$ cat config.mk
export PLATFORM = sky130hd
export DESIGN_NAME = cdb_tx_buffer
export DESIGN_NICKNAME = d
export VERILOG_FILES = /design/src/rtl/expipe_pkg.sv /design/src/rtl/fifo_ptr_ctrl.sv /design/src/rtl/cdb_tx_buffer.sv
export SDC_FILE = /design/constraint.sdc
export NUM_CORES = 1
export LEC_CHECK = 0
export CELL_PAD_IN_SITES_DETAIL_PLACEMENT = 1
export CELL_PAD_IN_SITES_GLOBAL_PLACEMENT = 1
export CORE_ASPECT_RATIO = 0.6
export CORE_UTILIZATION = 30
export DETAILED_ROUTE_END_ITERATION = 10
export GPL_ROUTABILITY_DRIVEN = 0
export PLACE_DENSITY_LB_ADDON = 0.1
export SYNTH_ARGS = -nofsm -noshare
export SYNTH_HDL_FRONTEND = slang
export SYNTH_HIERARCHICAL = 1
export SYNTH_SLANG_ARGS = --single-unit
$ cat constraint.sdc
create_clock -name clk_i -period 3.1 [get_ports clk_i]
set_clock_uncertainty 0.2 [all_clocks]
set_input_delay 0.62 -clock clk_i [delete_from_list [all_inputs] [get_ports clk_i]]
set_output_delay 0.62 -clock clk_i [all_outputs]
set_load 0.02 [all_outputs]
$ cat src/rtl/expipe_pkg.sv
// Execution-pipe shared types: CDB payload layout used by EU queues, the CDB mux and the ROB.
// Latency: n/a (types only).
// Backpressure: n/a.
package expipe_pkg;

    localparam int XLEN        = 64;
    localparam int ROB_IDX_LEN = 6;
    localparam int EXCEPT_LEN  = 4;

    typedef struct packed {
        logic [ROB_IDX_LEN-1:0] rob_idx;
        logic [XLEN-1:0]        value;
        logic                   except_raised;
        logic [EXCEPT_LEN-1:0]  except_code;
    } cdb_data_t;

endpackage

$ cat src/rtl/fifo_ptr_ctrl.sv
// Circular-buffer head/tail/count bookkeeping with full/empty flags; flush clears everything.
// Latency: pointer and count updates are registered, flags derive combinationally from count.
// Backpressure: caller must gate push with !full and pop with !empty.
module fifo_ptr_ctrl #(
    parameter  int DEPTH = 4,
    localparam int PW    = $clog2(DEPTH),
    localparam int CW    = $clog2(DEPTH) + 1
) (
    input  logic          clk_i,
    input  logic          rst_n_i,
    input  logic          flush,
    input  logic          push,
    input  logic          pop,
    output logic [PW-1:0] head,
    output logic [PW-1:0] tail,
    output logic [CW-1:0] count,
    output logic          full,
    output logic          empty
);

    always_ff @(posedge clk_i or negedge rst_n_i) begin
        if (!rst_n_i) begin
            head  <= '0;
            tail  <= '0;
            count <= '0;
        end else if (flush) begin
            head  <= '0;
            tail  <= '0;
            count <= '0;
        end else begin
            if (push) tail <= tail + 1'b1;
            if (pop)  head <= head + 1'b1;
            case ({push, pop})
                2'b10:   count <= count + CW'(1);
                2'b01:   count <= count - CW'(1);
                default: count <= count;
            endcase
        end
    end

    assign full  = (count == CW'(DEPTH));
    assign empty = (count == '0);

endmodule

$ cat src/rtl/cdb_tx_buffer.sv
// In-order result queue between one EU and the CDB arbiter; optional CDB_TX_BYPASS_EN adds an empty-queue bypass.
// Latency: 1 cycle EU push to cdb_valid_o (0 cycles when bypass is built in and the queue is empty).
// Backpressure: eu_ready_o drops when full or flushing; the head request is held stable until granted.
module cdb_tx_buffer
    import expipe_pkg::*;
#(
    parameter  int DEPTH = 4,
    localparam int PW    = $clog2(DEPTH),
    localparam int CW    = $clog2(DEPTH) + 1
) (
    input  logic                   clk_i,
    input  logic                   rst_n_i,
    input  logic                   flush_i,
    input  logic                   eu_valid_i,
    output logic                   eu_ready_o,
    input  logic [ROB_IDX_LEN-1:0] eu_rob_idx_i,
    input  logic [XLEN-1:0]        eu_value_i,
    input  logic                   eu_except_raised_i,
    input  logic [EXCEPT_LEN-1:0]  eu_except_code_i,
    output logic                   cdb_valid_o,
    input  logic                   cdb_ready_i,
    output cdb_data_t              cdb_data_o,
    output logic [CW-1:0]          count_o
);

    cdb_data_t       mem [DEPTH];
    cdb_data_t       eu_data;
    logic [PW-1:0]   head;
    logic [PW-1:0]   tail;
    logic            full;
    logic            empty;
    logic            push;
    logic            pop;

    always_comb begin
        eu_data               = '0;
        eu_data.rob_idx       = eu_rob_idx_i;
        eu_data.value         = eu_value_i;
        eu_data.except_raised = eu_except_raised_i;
        eu_data.except_code   = eu_except_code_i;
    end

    assign eu_ready_o = !full && !flush_i;

`ifdef CDB_TX_BYPASS_EN
    logic bypass;

    // An empty queue forwards the incoming result; a granted forward is never written.
    assign bypass      = empty && eu_valid_i && !flush_i;
    assign cdb_valid_o = (!empty || eu_valid_i) && !flush_i;
    assign cdb_data_o  = bypass ? eu_data : mem[head];
    assign push        = eu_valid_i && eu_ready_o && !(bypass && cdb_ready_i);
    assign pop         = cdb_valid_o && cdb_ready_i && !bypass;
`else
    assign cdb_valid_o = !empty && !flush_i;
    assign cdb_data_o  = mem[head];
    assign push        = eu_valid_i && eu_ready_o;
    assign pop         = cdb_valid_o && cdb_ready_i;
`endif

    fifo_ptr_ctrl #(.DEPTH(DEPTH)) u_ptr (
        .clk_i   (clk_i),
        .rst_n_i (rst_n_i),
        .flush   (flush_i),
        .push    (push),
        .pop     (pop),
        .head    (head),
        .tail    (tail),
        .count   (count_o),
        .full    (full),
        .empty   (empty)
    );

    always_ff @(posedge clk_i or negedge rst_n_i) begin
        if (!rst_n_i) begin
            for (int i = 0; i < DEPTH; i++) mem[i] <= '0;
        end else if (push) begin
            mem[tail] <= eu_data;
        end
    end

endmodule
Word level (Yosys, flattened, before mapping) --
Index checks and enable logic that the tools add are counted. Widths: inputs -> output; s select.
Cells by class: multiplexer cells 12, eq/ne operators 3, order comparisons 3, add/subtract/negate cells 4, reductions and logical operators 12, bitwise operators 2
Operators with widths (number):
- $bwmux 300 | 1
- $mux 75 | 3
- $bmux 75 s2 | 1
- $demux 75 s2 | 1
- $mux 2 | 4
- $ge 3x3->1 const B | 2
- $not 2->3 | 2
- $pmux 3 s2 | 1
- $logic_and 1x1->1 | 5
- $add 2x1->2 const B | 2
- $reduce_bool 2->1 | 2
- $add 3x1->3 const B | 1
- $eq 3x3->1 const B | 1
- $logic_not 1->1 | 3
- $logic_not 3->1 | 1
- $lt 3x1->1 const B | 1
- $mux 3 | 1
- $reduce_bool 3->1 | 1
- $sub 3x1->3 const B | 1
- $eq 2x1->1 const B | 1
- $eq 2x2->1 const B | 1
Word-level totals: word-level logic and storage cells 55, register bits 307, output and inout bits 80

Longest topological paths before layout --
Gate-level depths: netlist of the first run.
word-level depth 7, mapped depth 8, gate-level depth less buffers 8

Cells and area by module --
Netlist of the first run, hierarchy kept.
By module, submodules not included:
- cdb_tx_buffer | cells an instance 731, times used 1, area each 12982.5 µm², seq. area each 7507.2 µm²
- fifo_ptr_ctrl | cells an instance 31, times used 1, area each 354.1 µm², seq. area each 175.2 µm²

Least setup slack after synthesis of the first run --
Ideal clock, no wire load.
kind register to register, from reg u_ptr.count[0], to reg u_ptr.count[2], setup slack 0.713 ns, data required time 2.774 ns, cell stages (with the launch flop) 9, clock period less this slack 2.387 ns, path buffers 0, arrival 2.061 ns, cells stage by stage dfrtp_1 > nor3_1 > nor2_1 > and2_1 > nor2b_1 > fa_1 > nor3b_1 > o21ai_1 > nor3b_2
Between the ends: word-level cells in the longest chain between the ends 7
RTL lines:
- start: declaration | RTL line fifo_ptr_ctrl.sv:16 | output logic [CW-1:0] count,
- start signal: assignment | RTL line fifo_ptr_ctrl.sv:34 | 2'b10: count <= count + CW'(1);
- start signal: assignment | RTL line fifo_ptr_ctrl.sv:35 | 2'b01: count <= count - CW'(1);
- start signal: assignment | RTL line fifo_ptr_ctrl.sv:36 | default: count <= count;
- $logic_not 3->1 * | RTL line fifo_ptr_ctrl.sv:42 | assign empty = (count == '0);
- net empty | RTL line cdb_tx_buffer.sv:31 | logic empty;
- $logic_not 1->1 * | RTL line cdb_tx_buffer.sv:55 | assign cdb_valid_o = !empty && !flush_i;
- $logic_and 1x1->1 * | RTL line cdb_tx_buffer.sv:55
- net cdb_valid_o | RTL line cdb_tx_buffer.sv:20 | output logic cdb_valid_o,
- $logic_and 1x1->1 * | RTL line cdb_tx_buffer.sv:58 | assign pop = cdb_valid_o && cdb_ready_i;
- net pop | RTL line cdb_tx_buffer.sv:33 | logic pop;
- $eq 2x1->1 or $eq 2x2->1 (tied branches) | RTL line fifo_ptr_ctrl.sv:33 | case ({push, pop})
- $pmux 3 s2 | RTL line fifo_ptr_ctrl.sv:33
- $mux 3 | RTL line fifo_ptr_ctrl.sv:26 | end else if (flush) begin
Mark *: on every way through the listed nets, which the timed path passes. The rest lies on a longest branch. A chain may end at the register's enable or synchronous reset.

==> impl_metrics.csv, run 1 <==
group,metric,value,unit
global_route,grtUsageTotal,14.6,%
power,p_per_area,746,nW/um^2
setup_path,worst_setup_path_start_kind,"register",
synth,ys_warn_count,6,
setup_path,worst-path-max-fanout,23,
drt,wl_per_cell,20.8,um
worst_hold_path,hp-class,"reg -> reg",
drt,ant_nets,0,
drt,drt_wl_total,32000,um
drt,routed_via_density,4.72,
final_layout,fin_util,39.0,%
synth,ys_seq_area_share,57.6,%
timing,rsz0062_at_grt,"yes",
synth,synthFlopType,"dfrtp_1",
setup_path,criticalPathCategory,"reg -> out",
drt,routed-via-count,7278,
floorplan,die_w,274,um
floorplan,die-area,45300,um^2
setup_path,r2r_cells,6,
clock_tree,clk_pin_slew,0.06,ns
clock_tree,numCtsBuffers,34,
floorplan,die_h,165,um
final_layout,final_cell_mix,"dfrtp_1, mux2_2, clkdlybuf4s50_1",
timing,max_freq,315,MHz
setup_path,r2r_end,"mem[188]$_DFFE_PN0P_",
clock_tree,h-tree-depth,2,
final_layout,layout.nets,1020,
synth,syn-num-nets,843,
timing,worstMarginPinSlew,0.495,ns
clock_tree,worstSkewPairLatency,0.50,ns
global_route,antenna_found_initial,0,
clock_tree,clock_sinks,307,
global_route,grt_pass1_vias,8055,
synth,syn_area,13300,um^2
worst_hold_path,min_path_cells,1,
setup_path,crit_buf_inv,2,
timing,setup_violations,10,
placement,dp_hpwl,19200,um
outcome,violations,"DRC, setup timing",
setup_path,slowest_stage,"mux4_2",
power,ir_drop,0.000289,V
floorplan,rows,59,
synth,ys_seq_elements,307,
timing,maxSlewHeadroom,67.0,%
floorplan,ios,160,
timing,hold_viol_final,0,
setup_path,r2r_slack,0.65,ns
final_layout,final_common_cell,"dfrtp_1",
worst_hold_path,hold_path_end,"mem[74]$_DFFE_PN0P_",
power,finalPower,0.0127,W
power,p_leak,7.51,nW
global_route,grt_pass1_wl,50800,um
final_layout,drive_above_1_share,49.7,%
placement,dp_worst_setup_slack,0.0987,ns
synth,synth_area_leaders,"dfrtp_1, mux2_2, mux4_2",
setup_path,path_cells,"buf_12, mux4_2, clkdlybuf4s50_1",
synth,async_flop_share,100,%
setup_path,critPathTopFamily,"buffers and inverters",
clock_tree,cts_tree,"done",
setup_path,cp-end-kind,"primary output",
outcome,status,"complete, but fails checks",
synth,syn_avg_cell_area,17.5,um^2
clock_tree,clock_path_buffers,3,
timing,slew_violations,0,
synth,yosysTopAreaCell,"dfrtp_1",
drt,drc,24,
setup_path,arrival,2.35,ns
floorplan,initial_utilization,30.6,%
synth,ys_types,26,
synth,yosys.area.top_type_share,57.6,%
placement,place_inst,1475,
setup_path,worst_path_largest_cell_delay,0.56,ns
flow_run,drv_cap,0,
synth,synth_edf_count,0,
global_route,grt_max_degree,88,
worst_hold_path,hold_path_startpoint,"mem[74]$_DFFE_PN0P_",
clock_tree,cts_root_buffer,"clkbuf_16",
timing,fin_ws,-0.0742,ns
drt,firstDrtPassIters,7,
timing,period_needed,3.17,ns
final_layout,stdcell_count,1541,
floorplan,design.core.area,43600,um^2
setup_path,required,2.28,ns
synth,synthesis.instances,762,
final_layout,syn_to_final_growth,27.3,%
timing,hold_ws,0.301,ns
timing,fin_crit_sh,102,%
global_route,gr-total-overflow,0,
drt,first_iter_violations,287,
placement,port_buffers,159,
setup_path,rr_startpoint,"u_ptr/count[0]$_DFFE_PN0P_",
through the flow:
step                TNS (ns)  cell area, um^2
floorplan                  0            13300
detailed placement         0            15700
global route           -1.90            17000
global placement           0            15700
finish                -0.503            17000
CTS                    -3.96            16800
cell families after synthesis:
family          Yosys count  synth area share, %
compound gates            1               0.0375
xor+xnor                  6                0.450
fa+ha+maj                 1                0.150
buf+inv                  48                 2.56
flops                   307                 57.6
mux                     376                 38.1
simple gates             23                 1.13
timing repair:
item                                    in CTS  in global routing
gates cloned                                 0                  3
endpoints found under the setup margin      75                 34
hold buffers                                 1                  0
buffers inserted                             0                  3
hold endpoints to repair                    32                  0
gates resized for setup                     44                 60
worst reg2reg max path, cell delays in order, from the launching register on:
cell and delay (ns):
dfrtp_1 0.45, nor3b_1 0.42, nor3b_4 0.13, buf_4 0.19, nand3b_1 0.29, buf_12 0.25
mux2_2 0.40
state kept, by name, summed over array words and instances, names as in the netlist:
name         count
u_ptr/count      3
mem            300
u_ptr/tail       2
u_ptr/head       2
synthesized netlist by cell type, types with 2 or more instances:
master and number:
xor2_1 2, buf_6 15, clkbuf_1 6, nor3_1 2, nor3b_2 2, buf_2 18
nand2_1 2, mux2_2 300, xnor2_1 3, mux4_2 75, nor2_1 8, buf_1 2
buf_4 7, nor3b_1 2, dfrtp_1 307
layout make-up:
type | instances | area (um^2)
sequential | 307 | 7690
clock inverter | 5 | 75.1
tap | 579 | 724
multi-input combinational | 407 | 5340
antenna | 1 | 2.50
clock buffer | 53 | 1060
timing repair buffer | 189 | 2100
fill | 4319 | 26600
where the power goes:
part	internal, W	total, W	switching (W)
logic	0.00179	0.00306	0.00128
registers	0.00500	0.00549	0.000489
clock network	0.00250	0.00412	0.00162
routing by layer:
layer | track usage, % | wire length [um] | up-vias
li1 | - | - | 3217
met3 | 2.81 | 1100 | 43
met2 | 22.4 | 14700 | 92
met5 | 0 | 0 | -
met1 | 21.3 | 15700 | 3926
met4 | 3.33 | 524 | 0
how the worst max path moves through the flow:
stage | end | depth (start not counted) | startpoint
3_3_place_gp | mem[276]$_DFFE_PN0P_ | 5 | flush_i
4_1_cts | cdb_data_o[31] | 3 | u_ptr/head[0]$_DFFE_PN0P_
3_5_place_dp | mem[264]$_DFFE_PN0P_ | 5 | flush_i
2_1_floorplan | u_ptr/count[2]$_DFFE_PN0P_ | 8 | u_ptr/count[0]$_DFFE_PN0P_
5_1_grt | cdb_data_o[66] | 3 | u_ptr/head[0]$_DFFE_PN0P_
6_report | cdb_data_o[66] | 3 | u_ptr/head[0]$_DFFE_PN0P_
No activity file was read; power rests on OpenSTA's default activity.
==> inputs of run 2 (changes only) <==
--- a/config.mk
+++ b/config.mk
@@ -9,5 +9,5 @@
 export CELL_PAD_IN_SITES_GLOBAL_PLACEMENT = 1
 export CORE_ASPECT_RATIO = 0.6
-export CORE_UTILIZATION = 30
+export CORE_UTILIZATION = 48
 export DETAILED_ROUTE_END_ITERATION = 10
 export GPL_ROUTABILITY_DRIVEN = 0
--- a/constraint.sdc
+++ b/constraint.sdc
@@ -3,3 +3,3 @@
 set_input_delay 0.62 -clock clk_i [delete_from_list [all_inputs] [get_ports clk_i]]
 set_output_delay 0.62 -clock clk_i [all_outputs]
-set_load 0.02 [all_outputs]
+set_load 0.005 [all_outputs]
==> impl_metrics.csv, run 2 (same netlist as run 1, synthesis figures left out) <==
group,metric,value,unit
final_layout,top_regs,"mem x300, u_ptr/count x3",
worst_hold_path,hp-class,"reg -> reg",
global_route,gr-total-overflow,0,
setup_path,cp_num_cells,5,
floorplan,initial_utilization,49.7,%
timing,max_freq,329,MHz
global_route,grt_pass1_vias,8851,
final_layout,final_cell_mix,"dfrtp_1, mux2_2, clkdlybuf4s50_1",
timing,hold_ws,0.302,ns
floorplan,design.core.area,26800,um^2
placement,port_buffers,159,
final_layout,layout.nets,1028,
floorplan,die_h,131,um
drt,routed-via-count,7512,
clock_tree,clk_pin_slew,0.06,ns
power,ir_drop,0.000366,V
setup_path,endpoint,"cdb_data_o[74]",
global_route,grt_pass1_wl,51700,um
clock_tree,cts_tree,"done",
outcome,status,"finished, final reports clean",
final_layout,fin_util,62.0,%
clock_tree,clock_sinks,307,
final_layout,regMostFlops,"mem",
setup_path,r2r_cells,6,
floorplan,rows,46,
drt,drt_wl_total,31500,um
power,p_per_area,717,nW/um^2
setup_path,path_cells,"buf_6, buf_16, buf_4, mux4_2, dlygate4sd2_1",
setup_path,worst_path_largest_cell_delay,0.52,ns
global_route,grt_max_degree,86,
setup_path,startpoint,"u_ptr/head[0]$_DFFE_PN0P_",
drt,ant_nets,0,
timing,setup_violations,0,
setup_path,worst_setup_path_start_kind,"register",
setup_path,required,2.28,ns
power,p_leak,7.35,nW
drt,drc,0,
timing,hold_viol_final,0,
setup_path,criticalPathCategory,"reg -> out",
setup_path,arrival,2.22,ns
drt,first_iter_violations,414,
final_layout,largest_reg_flops,300,
setup_path,r2r_slack,0.54,ns
global_route,grtUsageTotal,23.4,%
floorplan,die-area,28500,um^2
clock_tree,clock_path_buffers,3,
setup_path,r2r_end,"mem[185]$_DFFE_PN0P_",
timing,slew_violations,0,
timing,maxSlewHeadroom,67.6,%
drt,routed_via_density,5.64,
setup_path,crit_buf_inv,4,
timing,worstMarginPinSlew,0.485,ns
clock_tree,worstSkewPairLatency,0.57,ns
timing,period_needed,3.04,ns
power,finalPower,0.0119,W
flow_run,drv_cap,0,
final_layout,syn_to_final_growth,24.6,%
timing,fin_crit_sh,98.0,%
setup_path,slowest_stage,"dfrtp_4",
setup_path,rr_startpoint,"u_ptr/count[1]$_DFFE_PN0P_",
clock_tree,h-tree-depth,1,
setup_path,critPathTopFamily,"buffers and inverters",
clock_tree,cts_root_buffer,"clkbuf_16",
setup_path,worst-path-max-fanout,10,
clock_tree,numCtsBuffers,31,
setup_path,cp-end-kind,"primary output",
drt,wl_per_cell,23.6,um
floorplan,ios,160,
placement,dp_hpwl,19500,um
timing,rsz0062_at_grt,"no",
final_layout,drive_above_1_share,49.0,%
global_route,antenna_found_initial,3,
floorplan,die_w,217,um
drt,firstDrtPassIters,4,
final_layout,final_common_cell,"dfrtp_1",
-- run 2: cell count changes in the layout (fill, tap and decap cells not counted), sizes merged --
cell           previous run  this run
diode                     1         4
clkdlybuf4s50            93        83
clkinv                    3         7
dlygate4sd2              21        70
dlymetal6s2s             22         0
clkbuf                   71        44
inv                       0         2
clkdlybuf4s15             7         5
buf                      27        40
-- run 2: how the worst min path moves through the flow --
| stage | start | to | slack, ns | cells after the start |
|---|---|---|---|---|
| floorplan | rst_n_i | mem[0]$_DFFE_PN0P_ | 0.12 | 0 |
| global placement | mem[45]$_DFFE_PN0P_ | mem[45]$_DFFE_PN0P_ | 0.28 | 1 |
| detailed placement | mem[52]$_DFFE_PN0P_ | mem[52]$_DFFE_PN0P_ | 0.29 | 1 |
| CTS | mem[75]$_DFFE_PN0P_ | mem[75]$_DFFE_PN0P_ | 0.30 | 1 |
| global route | mem[206]$_DFFE_PN0P_ | mem[206]$_DFFE_PN0P_ | 0.32 | 1 |
| finish | mem[42]$_DFFE_PN0P_ | mem[42]$_DFFE_PN0P_ | 0.30 | 1 |
-- run 2: cell type report --
class,instances,area (um^2)
antenna,4,10.0
clock buffer,43,891
clock inverter,11,115
fill,2387,10200
multi-input combinational,407,5340
sequential,307,7690
tap,360,450
timing repair buffer,200,2130
-- run 2: repair_timing --
item | in CTS | in global routing
gates resized for setup | 84 | 3
endpoints found under the setup margin | 75 | 3
cloned | 2 | 1
hold buffers | 1 | 0
pin swaps | 0 | 0
endpoints found under the hold margin | 57 | 0
setup buffers | 12 | 0
-- run 2: metal layers --
metal  GRT usage [%]  share of wire (%)  vias up
met5               0                  0        -
li1                -                  -     3217
met3            4.86                4.3       44
met4            5.05                1.9        0
met2            38.3                 49      153
met1            32.2                 45     4098
-- run 2: worst reg2reg max path, cell delays in order (launching register included) --
cell	delay, ns
dfrtp_1	0.44
nor3b_1	0.47
nor3b_4	0.12
buf_4	0.19
nand3b_1	0.25
buf_4	0.37
mux2_2	0.40
-- run 2: metrics by stage --
stage / setup TNS (ns) / setup WS, ns / instances / area, um^2
6_report: 0 / 0.0610 / 1332 / 16600
5_1_grt: 0 / 0.00835 / 1328 / 16600
4_1_cts: -0.0170 / -0.0170 / 1327 / 16600
3_5_place_dp: 0 / 0.0507 / 1258 / 15400
3_3_place_gp: 0 / 0.201 / 1258 / 15400
2_1_floorplan: 0 / 0.805 / 762 / 13300
-- run 2: where the power goes --
part	internal (W)	leakage (nW)	switching [W]
logic	0.00173	2.93	0.000938
registers	0.00500	3.92	0.000517
clock network	0.00216	0.504	0.00157
==> inputs of run 3 (changes only) <==
- PLACE_DENSITY: not set -> 0.86
- PLACE_DENSITY_LB_ADDON: 0.1 -> not set
==> impl_metrics.csv, run 3 (same netlist as run 1, synthesis figures left out) <==
group,metric,value,unit
outcome,status,"finished, final reports clean",
flow_run,drv_cap,0,
floorplan,rows,46,
clock_tree,clock_path_buffers,3,
final_layout,layout.nets,1037,
floorplan,ios,160,
final_layout,largest_reg_flops,300,
worst_hold_path,min_path_cells,1,
final_layout,final_cell_mix,"dfrtp_1, mux2_2, clkdlybuf4s50_1",
clock_tree,clk_pin_slew,0.06,ns
setup_path,cp_num_cells,5,
floorplan,design.core.area,26800,um^2
drt,ant_nets,0,
floorplan,die_h,131,um
clock_tree,worstSkewPairLatency,0.57,ns
timing,hold_viol_final,0,
final_layout,syn_to_final_growth,27.1,%
clock_tree,numCtsBuffers,29,
global_route,gr-total-overflow,0,
setup_path,cp-end-kind,"primary output",
drt,wl_per_cell,24.3,um
power,p_leak,7.57,nW
timing,slew_violations,0,
timing,rsz0062_at_grt,"yes",
drt,drt_wl_total,32600,um
placement,dp_hpwl,19900,um
global_route,grt_max_degree,76,
floorplan,die-area,28500,um^2
worst_hold_path,hp-class,"reg -> reg",
floorplan,initial_utilization,49.7,%
setup_path,crit_buf_inv,4,
floorplan,die_w,217,um
setup_path,critPathTopFamily,"buffers and inverters",
clock_tree,cts_root_buffer,"clkbuf_16",
clock_tree,h-tree-depth,1,
timing,setup_violations,0,
drt,routed-via-count,7553,
final_layout,top_regs,"mem x300, u_ptr/count x3",
timing,maxSlewHeadroom,60.4,%
setup_path,required,2.28,ns
setup_path,path_cells,"buf_12, buf_16, buf_12, mux4_2, dlygate4sd2_1",
power,p_per_area,721,nW/um^2
timing,hold_ws,0.303,ns
clock_tree,cts_tree,"done",
final_layout,regMostFlops,"mem",
power,ir_drop,0.000498,V
drt,firstDrtPassIters,6,
placement,port_buffers,159,
clock_tree,clock_sinks,307,
final_layout,final_common_cell,"dfrtp_1",
setup_path,worst-path-max-fanout,10,
global_route,grt_pass1_vias,8682,
setup_path,r2r_cells,6,
final_layout,fin_util,63.2,%
setup_path,criticalPathCategory,"reg -> out",
drt,first_iter_violations,396,
global_route,grtUsageTotal,23.9,%
global_route,grt_pass1_wl,52600,um
setup_path,arrival,2.25,ns
timing,fin_crit_sh,99.1,%
setup_path,cpMostUsedCell,"buf_12",
timing,max_freq,325,MHz
final_layout,drive_above_1_share,49.9,%
setup_path,slowest_stage,"dfrtp_4",
setup_path,worst_path_largest_cell_delay,0.50,ns
drt,routed_via_density,5.64,
drt,drc,0,
timing,worstMarginPinSlew,0.594,ns
power,finalPower,0.0122,W
setup_path,worst_setup_path_start_kind,"register",
global_route,antenna_found_initial,3,
timing,period_needed,3.07,ns
-- run 3: cell types whose count changed in the layout (fill, tap and decap cells not counted), sizes merged --
cell           delta
dlygate4sd2      -36
clkdlybuf4s15    +20
dlymetal6s2s     +15
buf              +10
bufinv            +3
clkbuf            -3
diode             -3
clkinvlp          +2
bufbuf            +1
inv               -1
-- run 3: where the power goes --
part           switching (W)  total, W  internal, W
clock network        0.00157   0.00388      0.00230
logic               0.000969   0.00280      0.00183
registers           0.000556   0.00555      0.00500
total                0.00310    0.0122      0.00913
-- run 3: cell type report --
type	count	area [um^2]
diodes	1	2.50
clock buffers	39	833
clock inverters	15	213
fillers	2352	9870
multi-input cells	407	5340
flip-flops and latches	307	7690
well taps	360	450
repair buffers	211	2430
-- run 3: stage by stage --
step           cell area (um^2)  std cells  setup WS, ns  setup TNS, ns
4_1_cts                   16800       1329        -0.102         -0.630
3_3_place_gp              15500       1259         0.167              0
5_1_grt                   16900       1339       -0.0268        -0.0336
2_1_floorplan             13300        762         0.805              0
3_5_place_dp              15500       1259        0.0712              0
6_report                  17000       1340        0.0270              0
-- run 3: timing repair --
item / 4_1_cts / 5_1_grt
endpoints found under the setup margin: 75 / 26
cloned: 4 / 1
endpoints found under the hold margin: 64 / 0
hold buffers: 1 / 0
resized for setup: 72 / 40
setup buffers: 11 / 9
-- run 3: final timing paths --
kind	end	slack [ns]	start
worst max-delay path	cdb_data_o[62]	0.03	u_ptr/head[0]$_DFFE_PN0P_
worst min-delay path	mem[49]$_DFFE_PN0P_	0.30	mem[49]$_DFFE_PN0P_
worst max register to register	mem[222]$_DFFE_PN0P_	0.46	u_ptr/count[0]$_DFFE_PN0P_
worst min register to register	mem[49]$_DFFE_PN0P_	0.30	mem[49]$_DFFE_PN0P_
max in group asynchronous	mem[135]$_DFFE_PN0P_	1.45	rst_n_i
min in group asynchronous	mem[20]$_DFFE_PN0P_	0.43	rst_n_i
-- run 3: layer usage --
metal	global-route usage (%)	wire, um	vias to the layer above
met2	39.2	16100	139
met4	3.99	511	2
met3	5.46	1630	43
li1	-	-	3266
met1	33.2	14300	4103
met5	0	12	-
